$ cat src/rtl/nonce_search_ctrl.sv
// Nonce search controller: feeds {header, nonce} blocks to a SHA-256d core
// and stops on the first digest below the target or when the nonce range is exhausted.
module nonce_search_ctrl #(
    parameter logic [31:0] NONCE_START = 32'h0000_0000,
    parameter logic [31:0] NONCE_LAST  = 32'hFFFF_FFFF
) (
    input  logic         clk,
    input  logic         rst,
    input  logic         start,
    input  logic         abort,
    input  logic [607:0] msgHeader,
    input  logic [255:0] target,
    output logic         shaStart,
    output logic [639:0] shaBlock,
    input  logic         shaDone,
    input  logic [255:0] shaDigest,
    output logic [1:0]   status,
    output logic [31:0]  nonce,
    output logic [31:0]  hashCount
);

    localparam logic [2:0] S_IDLE  = 3'd0;
    localparam logic [2:0] S_ISSUE = 3'd1;
    localparam logic [2:0] S_WAIT  = 3'd2;
    localparam logic [2:0] S_CMP   = 3'd3;
    localparam logic [2:0] S_FOUND = 3'd4;
    localparam logic [2:0] S_EXH   = 3'd5;

    logic [2:0]   r_state;
    logic [607:0] r_header;
    logic [255:0] r_target;
    logic [255:0] r_digest;
    logic [31:0]  r_nonce;
    logic [31:0]  r_count;

    logic w_stopped;
    logic w_start_ok;
    logic w_abort_ok;
    logic w_hit;

    assign w_stopped  = (r_state == S_IDLE) || (r_state == S_FOUND) || (r_state == S_EXH);
    assign w_abort_ok = abort && (r_state != S_IDLE);
    assign w_start_ok = start && !abort && w_stopped;
    assign w_hit      = r_digest < r_target;

    // Search state machine, latched operands and counters
    always_ff @(posedge clk or posedge rst) begin
        if (rst) begin
            r_state  <= S_IDLE;
            r_header <= '0;
            r_target <= '0;
            r_digest <= '0;
            r_nonce  <= '0;
            r_count  <= '0;
        end else if (w_abort_ok) begin
            r_state <= S_IDLE;
        end else if (w_start_ok) begin
            r_header <= msgHeader;
            r_target <= target;
            r_nonce  <= NONCE_START;
            r_count  <= '0;
            r_state  <= S_ISSUE;
        end else begin
            case (r_state)
                S_ISSUE: r_state <= S_WAIT;
                S_WAIT: begin
                    if (shaDone) begin
                        r_digest <= shaDigest;
                        r_state  <= S_CMP;
                    end
                end
                S_CMP: begin
                    if (r_count != 32'hFFFF_FFFF) begin
                        r_count <= r_count + 32'd1;
                    end
                    if (w_hit) begin
                        r_state <= S_FOUND;
                    end else if (r_nonce == NONCE_LAST) begin
                        r_state <= S_EXH;
                    end else begin
                        r_nonce <= r_nonce + 32'd1;
                        r_state <= S_ISSUE;
                    end
                end
                default: r_state <= r_state;
            endcase
        end
    end

    // Status code decoded from the current state
    always_comb begin
        status = 2'd0;
        case (r_state)
            S_ISSUE, S_WAIT, S_CMP: status = 2'd1;
            S_FOUND:                status = 2'd3;
            S_EXH:                  status = 2'd2;
            default:                status = 2'd0;
        endcase
    end

    assign shaStart  = (r_state == S_ISSUE) && !abort;
    assign shaBlock  = {r_header, r_nonce};
    assign nonce     = r_nonce;
    assign hashCount = r_count;

endmodule

$ cat config.mk
export PLATFORM = sky130hd
export DESIGN_NAME = nonce_search_ctrl
export DESIGN_NICKNAME = d
export VERILOG_FILES = /design/src/rtl/nonce_search_ctrl.sv
export SDC_FILE = /design/constraint.sdc
export NUM_CORES = 2
export LEC_CHECK = 0
export ABC_CLOCK_PERIOD_IN_PS = 44700
export BUFFER_PORTS_ARGS = -buffer_cell sky130_fd_sc_hd__buf_2
export CELL_PAD_IN_SITES_DETAIL_PLACEMENT = 0
export CELL_PAD_IN_SITES_GLOBAL_PLACEMENT = 1
export CORE_AREA = 8 8 702 704
export DETAILED_ROUTE_END_ITERATION = 10
export DIE_AREA = 0 0 710 712
export GPL_TIMING_DRIVEN = 1
export PLACE_DENSITY = 0.4
export SYNTH_ARGS = -nofsm -noshare
export SYNTH_HDL_FRONTEND = slang
export SYNTH_SLANG_ARGS = --single-unit
$ cat constraint.sdc
create_clock -name clk -period 44.7 [get_ports clk]
set_input_delay 2.235 -clock clk [delete_from_list [all_inputs] [get_ports clk]]
set_output_delay 2.235 -clock clk [all_outputs]
set_load 0.05 [all_outputs]
==> results.md <==
- Mapped cell area: 51300 sq um
- # setup viols final: 0
- Register bit total from synthesis: 1187
- Initial DRC count: 3007
- Starting density of the core: 10.7%
- Cells after synthesis: 5289
- Worst-margin pin slew: 1.18 ns
- Synth area leader: dfrtp_1
- Post-Layout Cell Count: 13732
- Post-synth EDFFs: 0
- Seq/Total Area, Yosys: 57.9%
- Syn avg cell area: 9.70 sq um
- I/O Buffers: 1831
- Count of yosys warnings during synthesis: 0
- Largest net degree at the start of global routing: 149
- Share of layout cells above drive strength 1: 33.7%
- Peak supply drop: 0.0471 mV
- Chip Width: 710 microns
- Hold Vio Cnt, Final: 0
- Min Tclk post-route: 6.18 ns
- Sink Count: 1187
- Fmax: 162 MHz
- I/O Pins: 1832
- # rows: 255
- Commonest cells after routing, fill and taps aside: 2170 x nand2_1, 1831 x buf_2, 1187 x dfrtp_1, 293 x o21ai_0, 265 x inv_1
- Hold endpoint: r_header[595]
- Core Footprint: 481000 sq um
- DIE AREA: 506000 sq um
- P_int: 3.11 mW
- Ys async rst share: 100%
- CTS buffer count: 176
- Post-route DRC violation count: 0
- Min-Delay Path Class: reg -> reg
- Part of the power in the clock network: 23.5%
- Commonest non-fill, non-tap cell in the layout: nand2_1
- Cell area power density: 83.8 nW/um^2
- Synth Net Count: 6671
- Top_reg_cell synth: dfrtp_1
- Die height: 712 microns
- Worst hold path depth: 2
- Grt ovf: 0
- First-pass GRT wire length: 523000 microns
- Placed Cells: 13319
- Clock Skews: 0.106 ns
- WL final: 411000 microns
- Lkg Pwr: 36.9 nW
- Area delta synth->final: 44.1%
- Final core occ: 15.4%
- Initial antenna violation count: 451
- Seq pwr share: 30.7%
- Detailed Place HPWL: 348000 microns
- Routability cong.: 0.963
- Share of Yosys cell area claimed by the top area cell type: 57.9%
- Worst Path Required: 45.44 ns
- Max FO, Critical Path: 84
- Net Sw Power: 3.09 mW
- Kind of critical path: in -> reg
- CTS tree: built
- Combinational share of power: 45.8%
- Crit path launch type: input pin
- Outcome: finished, final reports clean
- Final #Nets: 8454
- Mean routed wirelength per cell: 29.9 microns
- Distinct cell type count after synthesis: 63
- CTS root buf: clkbuf_16
- Hold path startpoint: r_header[595]
- Reg2reg start: r_state[1]
- Endpoint type of the worst setup path: register
- Setup TNS: 0 ns
- Post-CTS Repair Setup Buffers: 0
- Switch share: 49.9%
- Worst Path Arrival: 6.92 ns
- Dominant cells by area after synthesis: dfrtp_1 58%, nand2_1 16%, ha_1 6.3%
- Vias in the first global route: 47827
- Reg2reg end: r_header[513]
- CTS Buffer Depth: 4
- RSZ-0062 raised after global routing: false
- Slew HR: 21.0%
- Via-per-instance ratio: 3.42
- Post-cts resize count: 0
- Via count: 46991
- Reg2reg path depth: 9
- MaxCap Viol Count: 0
- Clock slew at reported path FFs: 0.06 ns
- Worst R2R Setup Slack: 39.49 ns
- Worst-skew pair later-pin latency: 0.88 ns
- TritonRoute pass-1 iters: 7
- Post-DRT Antenna Nets: 0
- Slew Limit Fails: 0
- H-tree levels: 4
- Tcrit/Tclk final: 13.8%
- GRT Util Overall: 15.6%
- Hold-fix buffers, CTS: 0
## metrics by stage
stage | hold WS, ns | cell area (sq um) | worst slack, ns | power (mW)
after floorplan | 0.447 | 51300 | 9.03 | 3.60
after global placement | 0.452 | 67900 | 37.55 | 4.83
after detailed placement | 0.458 | 67900 | 37.58 | 4.85
after CTS | 0.471 | 73700 | 38.57 | 6.37
after global routing | 0.484 | 73800 | 38.18 | 6.59
final | 0.466 | 74000 | 38.52 | 6.20
## synth_stat cells (11+ instances only)
master    instances
nor3_1           23
nor4_1           21
buf_4            33
clkbuf_1        233
mux2i_1          19
nand2b_1         23
nand4_1          72
o31ai_1          11
dfrtp_1        1187
xor2_1           23
o21ai_0         293
nor2_1           66
nand2_1        2170
ha_1            257
a21oi_1         100
a21o_1           36
inv_1           266
and3_1           18
mux2_2          256
nand3_1          53
a211oi_1         14
## power by group through the flow
stage,logic [mW],clock network (mW),registers [mW]
4_1_cts,2.93,1.53,1.92
5_1_grt,3.07,1.56,1.96
2_1_floorplan,0.902,0,2.70
3_3_place_gp,2.91,0,1.93
6_report,2.84,1.46,1.91
3_5_place_dp,2.92,0,1.93
## flip-flops by register name (all words and copies together), names as in the netlist
register   flops
r_digest     256
r_header     608
hashCount     32
r_state        3
r_target     256
nonce         32
## worst max-delay path: stages
cell and delay (ns):
buf_2 0.16, nor2_1 0.22, and3_4 0.28, buf_4 0.57, buf_4 0.76, buf_4 0.64
buf_4 0.76, buf_4 0.74, nand2_1 0.14, nand2_1 0.09
## layout make-up
cell class	count	area, sq um
tap	6425	8040
clock inverter	53	714
clock buffer	255	5140
inverter	266	1010
fill	54952	407000
sequential	1187	29700
timing repair buffer	1878	9590
multi-input combinational	3563	19500
antenna	105	263
## cells by family after synthesis
kind of cell,Yosys count,share of synthesized area (%)
AOI/OAI and AO/OA,511,5.63
and+or+nand+nor,2490,19.5
buffers and inverters,539,4.21
xor gates and xnor gates,30,0.512
muxes,275,5.99
adders and majority gates,257,6.26
DFF,1187,57.9
## per-layer routing
metal	share of wire, %	track usage, %
met5	0.36	0
met4	3.1	3.64
met3	9.6	6.39
met2	50	28.3
met1	37	16.8
## worst max path at each step
stage	startpoint	endpoint	slack, ns	cells after the start
final	abort	r_header[513]	38.52	10
after global placement	abort	r_target[3]	37.55	10
after CTS	abort	r_target[3]	38.57	10
after global routing	abort	r_header[508]	38.18	10
after detailed placement	abort	r_target[3]	37.58	10
after floorplan	rst	hashCount[0]	9.03	1
Note: power is estimated with default switching activity, not from simulation.
